## src/rtl/signed_shift_pipe.sv

```systemverilog
// Pipelined signed shifter: ASL (with overflow flag and optional saturation), ASR, LSR, ROL.
// The log2(WIDTH) barrel levels are spread over STAGES registers behind a valid/ready handshake.
module signed_shift_pipe #(
  parameter int WIDTH    = 32,
  parameter int STAGES   = 2,
  parameter int SATURATE = 0
) (
  input  logic                     clk,
  input  logic                     rst_n,
  input  logic                     in_valid,
  output logic                     in_ready,
  input  logic [WIDTH-1:0]         in_a,
  input  logic [$clog2(WIDTH)-1:0] in_sh,
  input  logic [1:0]               in_mode,
  output logic                     out_valid,
  input  logic                     out_ready,
  output logic [WIDTH-1:0]         out_data,
  output logic                     out_of
);

  localparam int LOG   = $clog2(WIDTH);
  localparam int BASE  = LOG / STAGES;
  localparam int EXTRA = LOG % STAGES;

  typedef enum logic [1:0] {
    MODE_ASL = 2'b00,
    MODE_ASR = 2'b01,
    MODE_LSR = 2'b10,
    MODE_ROL = 2'b11
  } mode_e;

  logic advance;

  // The whole pipe moves as one; bubbles are kept rather than collapsed.
  assign advance   = !gStage[STAGES-1].valid_q || out_ready;
  assign in_ready  = advance;
  assign out_valid = gStage[STAGES-1].valid_q;
  assign out_data  = gStage[STAGES-1].data_q;
  assign out_of    = gStage[STAGES-1].of_q;

  for (genvar s = 0; s < STAGES; s++) begin : gStage
    // Earlier stages take the extra level when LOG does not divide evenly.
    localparam int FIRST   = s * BASE + ((s < EXTRA) ? s : EXTRA);
    localparam int LAST    = FIRST + BASE + ((s < EXTRA) ? 1 : 0);
    localparam bit IS_LAST = (s == STAGES - 1);

    logic             valid_in;
    logic [WIDTH-1:0] data_in;
    logic             of_in;
    logic [LOG-1:0]   sh_in;
    mode_e            mode_in;
    logic             sign_in;

    logic             valid_q;
    logic [WIDTH-1:0] data_q;
    logic             of_q;
    logic [WIDTH-1:0] data_d;
    logic             of_d;
    logic signed [WIDTH-1:0] top;

    if (s == 0) begin : gHead
      assign valid_in = in_valid;
      assign data_in  = in_a;
      assign of_in    = 1'b0;
      assign sh_in    = in_sh;
      assign mode_in  = mode_e'(in_mode);
      assign sign_in  = in_a[WIDTH-1];
    end else begin : gBody
      assign valid_in = gStage[s-1].valid_q;
      assign data_in  = gStage[s-1].data_q;
      assign of_in    = gStage[s-1].of_q;
      assign sh_in    = gStage[s-1].gCtl.sh_q;
      assign mode_in  = gStage[s-1].gCtl.mode_q;
      assign sign_in  = gStage[s-1].gCtl.sign_q;
    end

    // ASL overflow at a level: the top 2^k+1 bits must all match, i.e. sign-extend to 0 or -1.
    always_comb begin
      data_d = data_in;
      of_d   = of_in;
      top    = '0;
      for (int k = FIRST; k < LAST; k++) begin
        if (sh_in[k]) begin
          case (mode_in)
            MODE_ASL: begin
              top    = $signed(data_d) >>> (WIDTH - 1 - (1 << k));
              of_d   = of_d | ((top != '0) && (top != '1));
              data_d = data_d << (1 << k);
            end
            MODE_ASR: data_d = $signed(data_d) >>> (1 << k);
            MODE_LSR: data_d = data_d >> (1 << k);
            default:  data_d = (data_d << (1 << k)) | (data_d >> (WIDTH - (1 << k)));
          endcase
        end
      end
      if (IS_LAST && (SATURATE != 0) && (mode_in == MODE_ASL) && of_d) begin
        data_d = sign_in ? {1'b1, {(WIDTH-1){1'b0}}} : {1'b0, {(WIDTH-1){1'b1}}};
      end
    end

    always_ff @(posedge clk or negedge rst_n) begin
      if (!rst_n) begin
        valid_q <= 1'b0;
        data_q  <= '0;
        of_q    <= 1'b0;
      end else if (advance) begin
        valid_q <= valid_in;
        data_q  <= data_d;
        of_q    <= of_d;
      end
    end

    if (!IS_LAST) begin : gCtl
      logic [LOG-1:0] sh_q;
      mode_e          mode_q;
      logic           sign_q;

      // Mode, shift bits and the original sign ride along for the later levels and saturation.
      always_ff @(posedge clk or negedge rst_n) begin
        if (!rst_n) begin
          sh_q   <= '0;
          mode_q <= MODE_ASL;
          sign_q <= 1'b0;
        end else if (advance) begin
          sh_q   <= sh_in;
          mode_q <= mode_in;
          sign_q <= sign_in;
        end
      end
    end
  end

endmodule

```

## config.mk

```make
export PLATFORM = sky130hd
export DESIGN_NAME = signed_shift_pipe
export DESIGN_NICKNAME = d
export VERILOG_FILES = /design/src/rtl/signed_shift_pipe.sv
export SDC_FILE = /design/constraint.sdc
export NUM_CORES = 1
export LEC_CHECK = 0
export ABC_CLOCK_PERIOD_IN_PS = 3200
export CORE_AREA = 2 2 108 110
export DETAILED_ROUTE_END_ITERATION = 12
export DIE_AREA = 0 0 110 112
export DONT_BUFFER_PORTS = 1
export GPL_ROUTABILITY_DRIVEN = 0
export PLACE_DENSITY = 0.72
export SYNTH_ARGS = -nofsm -noshare
export SYNTH_HDL_FRONTEND = slang
export SYNTH_SLANG_ARGS = --single-unit
```

## constraint.sdc

```tcl
create_clock -name clk -period 3.2 [get_ports clk]
set_input_delay 0.16 -clock clk [delete_from_list [all_inputs] [get_ports clk]]
set_output_delay 0.16 -clock clk [all_outputs]
set_load 0.02 [all_outputs]
```

* Word level (Yosys, flattened, before mapping)
Cells that the tools add are included.
Widths: inputs -> output; s select.
** Word-level totals
- Memory bits (writable) :: 0
- ROM bits :: 0
- Input port bits :: 43
- Bits in latches :: 0
- Word-level logic and storage cells :: 60
- Output and inout port bits :: 35
- Memories kept :: 0
- Register bits after elaboration :: 75
** Cells by class
- Eq/ne operators :: 9
- Shifts and indexed selects :: 0
- Muxes and demuxes :: 20
- $mul :: 0
- Bitwise gates (word level) :: 9
- Divide/modulo/power cells :: 0
- Reductions and logical operators :: 14
- $add $sub $neg :: 0
- $lt $le $gt $ge :: 0
** Operators by type and width (count)
- $pmux 32 s3 :: 5
- $mux 32 :: 5
- $ne 32x32->1 const B :: 5
- $reduce_bool 32->1 :: 5
- $or 32x1->32 :: 1
- $or 32x16->32 :: 1
- $or 32x2->32 :: 1
- $or 32x4->32 :: 1
- $or 32x8->32 :: 1
- $mux 1 :: 10
- $logic_and 1x1->1 :: 5
- $eq 2x1->1 const B :: 2
- $eq 2x2->1 const B :: 2
- $logic_not 2->1 :: 2
- $or 1x1->1 :: 4
- $logic_not 1->1 :: 1
- $logic_or 1x1->1 :: 1

* Logic depth before layout (Yosys ltp)
- Depth after elaboration :: 11
- Depth in mapped cells :: 10
- Depth with buffers taken out :: 7

* Least setup slack after synthesis
No wires, ideal clock.
- Kind :: input-to-reg
- Start point :: input port in_sh[0]
- End point :: register gStage[0].data_q[0]
- Cell stages on the path :: 8
- Path buffers :: 2
- Required time :: 3.050 ns
- Slack :: 1.291 ns
- Data arrival time :: 1.759 ns
- Setup time :: 0.150 ns
- Cells stage by stage :: buf_2 -> inv_2 -> buf_2 -> mux4_2 -> a21oi_1 -> mux2i_1 -> a21oi_1 -> a211oi_1
** Between the ends
- Word-level cells in the longest chain between the ends :: 7
** Ends and longest elaborated chain
- from (decl) :: RTL line 13 : input logic [$clog2(WIDTH)-1:0] in_sh,
- $mux 32 * :: RTL line 83 : if (sh_in[k]) begin
- $or 32x2->32 :: RTL line 92 : default: data_d = (data_d << (1 << k)) | (data_d >> (WIDTH - (1 << k)));
- $pmux 32 s3 :: RTL line 84 : case (mode_in)
- $mux 32 * :: RTL line 83
- $or 32x4->32 :: RTL line 92
- $pmux 32 s3 :: RTL line 84
- $mux 32 * :: RTL line 83
- to (signal assigned) :: RTL line 108 : data_q <= data_d;
- to (decl) :: RTL line 55 : logic [WIDTH-1:0] data_q;
Every way passes the cells marked *; elsewhere a longest branch is shown, timed or not.
A chain may end at the register's enable or synchronous reset.

* Worst setup path in the final report
- Start point :: register gStage[0].gCtl.mode_q[0]
- End point :: register gStage[1].of_q (netlist: out_of)
** Between the ends
- Word-level cells in the longest chain between the ends :: 8
- Elaborated cells between the ends (all ways) :: 13
- Classes of those cells :: eq/ne: 3; mux: 6; bitwise: 1; reduce/logical: 3
** Ends and longest elaborated chain
- from (decl) :: RTL line 115 : mode_e mode_q;
- from (signal assigned) :: RTL line 126 : mode_q <= mode_in;
- $eq 2x2->1, or another cell as far along :: RTL line 84
- $pmux 32 s3 :: RTL line 84
- $mux 32 :: RTL line 83
- $ne 32x32->1 / $reduce_bool 32->1 (equally long branches) :: RTL line 87 : of_d = of_d | ((top != '0) && (top != '1));
- $logic_and 1x1->1 :: RTL line 87
- $or 1x1->1 :: RTL line 87
- $mux 1 :: RTL line 84
- $mux 1 * :: RTL line 83
- to (signal assigned) :: RTL line 105 : of_q <= 1'b0;
- to (signal assigned) :: RTL line 109 : of_q <= of_d;
- to (decl) :: RTL line 56 : logic of_q;
Marked as above.

==> flow_metrics.tcl <==
set metrics [dict create \
    grt_pass1_vias 6037 \
    netlist.area_leader.share_pct 28.6 \
    routed_via_density 6.85 \
    ys_seq_area_share_pct 28.6 \
    layout-drive-gt1-share_pct 8.70 \
    clkTransAtPathRegs_ns 0.06 \
    skew_ns 0.00929 \
    outcome "finished, final reports clean" \
    cts_buffer_depth 2 \
    setup_viol 0 \
    cts_root_buf "clkbuf_16" \
    use_met2_pct 51.7 \
    ant_nets 0 \
    fin_crit_ns 2.92 \
    cap_violations 0 \
    totalWireLength_um 19400 \
    die_x_um 110 \
    cp-start-kind "flop" \
    start_util_pct 56.4 \
    met1_usage_pct 41.4 \
    cts-htree-levels 3 \
    cts_sinks 72 \
    fp-row-count 39 \
    synth_seq_cells 72 \
    grt-ovfl-total 0 \
    crit_required_ns 3.41 \
    synthesis.area_mm2 0.00630 \
    wl_per_cell_um 20.2 \
    period_share_pct 91.4 \
    cp-startpoint "gStage[0].gCtl.mode_q[0]" \
    crit_fanout 16 \
    tightest_slew_ns 1.21 \
    portBuffers 0 \
    clkPwrFrac_pct 27.5 \
    place_ws_ns 0.451 \
    synth_flop_cell "dfrtp_1" \
    syn_inst 863 \
    place_area_mm2 0.00626 \
    grt_pass1_wl_um 31200 \
    r2r-start "gStage[0].gCtl.mode_q[0]" \
    netlist-cell-type-count 58 \
    fmax_mhz 342 \
    synth_edf_count 0 \
    num-fill-cells 1024 \
    slew_headroom_pct 18.8 \
    slew_viol_final 0 \
    busiest_layer "met2" \
    leakage_nw 2.60 \
    rsz0062_at_grt "no" \
    cts-resized-gates 0 \
    worstHoldStart "in_sh[2]" \
    dp_hpwl_um 13500 \
    layout_setup_ws_ns 0.276 \
    power.switching_w 0.00162 \
    clk_latency_ns 0.34 \
    layout.nets 854 \
    critical_path_arrival_ns 3.14 \
    avgSynthCellArea_um2 7.30 \
    final_common_cell "nand2_1" \
    synth-warning-count 0 \
    p_seq_share_pct 39.8 \
    endpoint_kind "flop" \
    pwr-share-comb_pct 32.7 \
    p_sw_share_pct 40.6 \
    design_area_mm2 0.00669 \
    finalHoldViolCount 0 \
    ys_async_sr_fraction_pct 100 \
    drt_iter0_markers 815 \
    drc 0 \
    tns_ns 0 \
    p_per_area_mw_per_mm2 599 \
    via_count 6566 \
    antenna_cells 0 \
    dieArea_mm2 0.0123 \
    cts_tree "yes" \
    hold_class "primary input to flop" \
    die-height_um 112 \
    ios 78 \
    critical_path_class "flop to flop" \
    synthTopCellsByArea "dfrtp_1 (29%), nand2_1 (12%), mux4_2 (8.2%)" \
    grt_start_max_net_pins 80 \
    synth_area_leader_cell "dfrtp_1" \
    met3_usage_pct 7.20 \
    grt_usage_pct 32.1 \
    syn_nets 906 \
    cts_inserted_buffers 9 \
    p_int_w 0.00238 \
    cts_setup_buffers 0 \
    dr.pass1.iters 8 \
    area_growth_pct 6.15 \
    antenna_found_initial 0 \
    ctsHoldBuffers 8 \
    layout_common_cells "nand2_1 (202), nor2_1 (89), o21ai_0 (78)" \
    vdd_ir_drop_max_mv 0.393 \
    core_mm2 0.0112 \
]
[routing by layer]
metal | routed length, um | up-vias
met3 | 1720 | 68
met5 | 0 | -
met2 | 9340 | 389
li1 | - | 3038
met1 | 7620 | 3071
met4 | 688 | 0
[critical path: stages, from the launching register on]
cell	delay [ns]
dfrtp_1	0.61
xnor2_1	1.04
nand2_1	0.16
a31oi_1	0.43
nand4_1	0.14
nor4_1	0.17
and3_1	0.18
o31ai_1	0.06
[power groups by stage]
stage,clock (W),sequential (W),combinational [W]
floorplan,0,0.00147,0.00107
global placement,0,0.00159,0.00122
detailed placement,0,0.00160,0.00125
CTS,0.00112,0.00159,0.00129
global route,0.00116,0.00163,0.00145
finish,0.00110,0.00160,0.00131
[state kept, by name (all words and copies together), names as in the netlist]
register,flops
gStage.data_q,32
out_data,32
gStage.gCtl.mode_q,2
gStage.gCtl.sh_q,2
gStage.of_q,1
gStage.valid_q,1
out_of,1
out_valid,1
[path summary, 6_finish.rpt]
| kind | endpoint | slack [ns] | cells after the start |
|---|---|---|---|
| max | out_of | 0.28 | 7 |
| max in group asynchronous | out_data[0] | 2.51 | 2 |
| min in group asynchronous | out_data[15] | 0.37 | 2 |
| min reg2reg | out_valid | 0.46 | 1 |
| max reg2reg | out_of | 0.28 | 7 |
| min | gStage[0].data_q[25] | 0.02 | 2 |
[kinds of logic (layout without fill, tap and decap cells)]
| logic type | after synthesis | after routing | synth area share, % |
|---|---|---|---|
| compound gates | 278 | 278 | 28.4 |
| xor+xnor | 4 | 4 | 0.794 |
| buf+inv | 98 | 51 | 6.69 |
| flops | 72 | 72 | 28.6 |
| mux | 40 | 40 | 11.0 |
| simple gates | 371 | 371 | 24.5 |
[synth_stat cells, drive strengths merged, types with 3 or more instances]
| cell type | count |
|---|---|
| a211oi | 6 |
| a21o | 3 |
| a21oi | 55 |
| a221oi | 3 |
| a311oi | 28 |
| a31oi | 15 |
| buf | 37 |
| clkbuf | 47 |
| dfrtp | 72 |
| inv | 12 |
| mux2 | 5 |
| mux2i | 12 |
| mux4 | 23 |
| nand2 | 202 |
| nand2b | 10 |
| nand3 | 35 |
| nand3b | 3 |
| nand4 | 6 |
| nor2 | 89 |
| nor2b | 4 |
| nor3 | 8 |
| nor4 | 6 |
| o211ai | 16 |
| o21a | 10 |
| o21ai | 82 |
| o221a | 3 |
| o221ai | 12 |
| o22a | 4 |
| o22ai | 27 |
[metrics by stage]
stage / util [%] / hold slack [ns] / std cells / total power [W]
after global placement: 56.0 / -0.133 / 935 / 0.00282
after CTS: 59.9 / 0.00291 / 959 / 0.00400
final: 59.9 / 0.0198 / 959 / 0.00401
after floorplan: - / -0.136 / 863 / 0.00254
after global routing: 59.9 / 0.00496 / 959 / 0.00425
after detailed placement: 56.0 / -0.133 / 935 / 0.00286
[area by class of cell]
| cell class | instances | area [um^2] | area share (%) |
|---|---|---|---|
| clock buffers | 12 | 256 | 3.83 |
| clock inverters | 4 | 76.3 | 1.14 |
| inverters | 14 | 52.6 | 0.785 |
| multi-input cells | 693 | 4120 | 61.5 |
| flip-flops and latches | 72 | 1800 | 26.9 |
| well taps | 143 | 179 | 2.67 |
| repair buffers | 21 | 208 | 3.10 |
No activity file was read; power rests on OpenSTA's default activity.
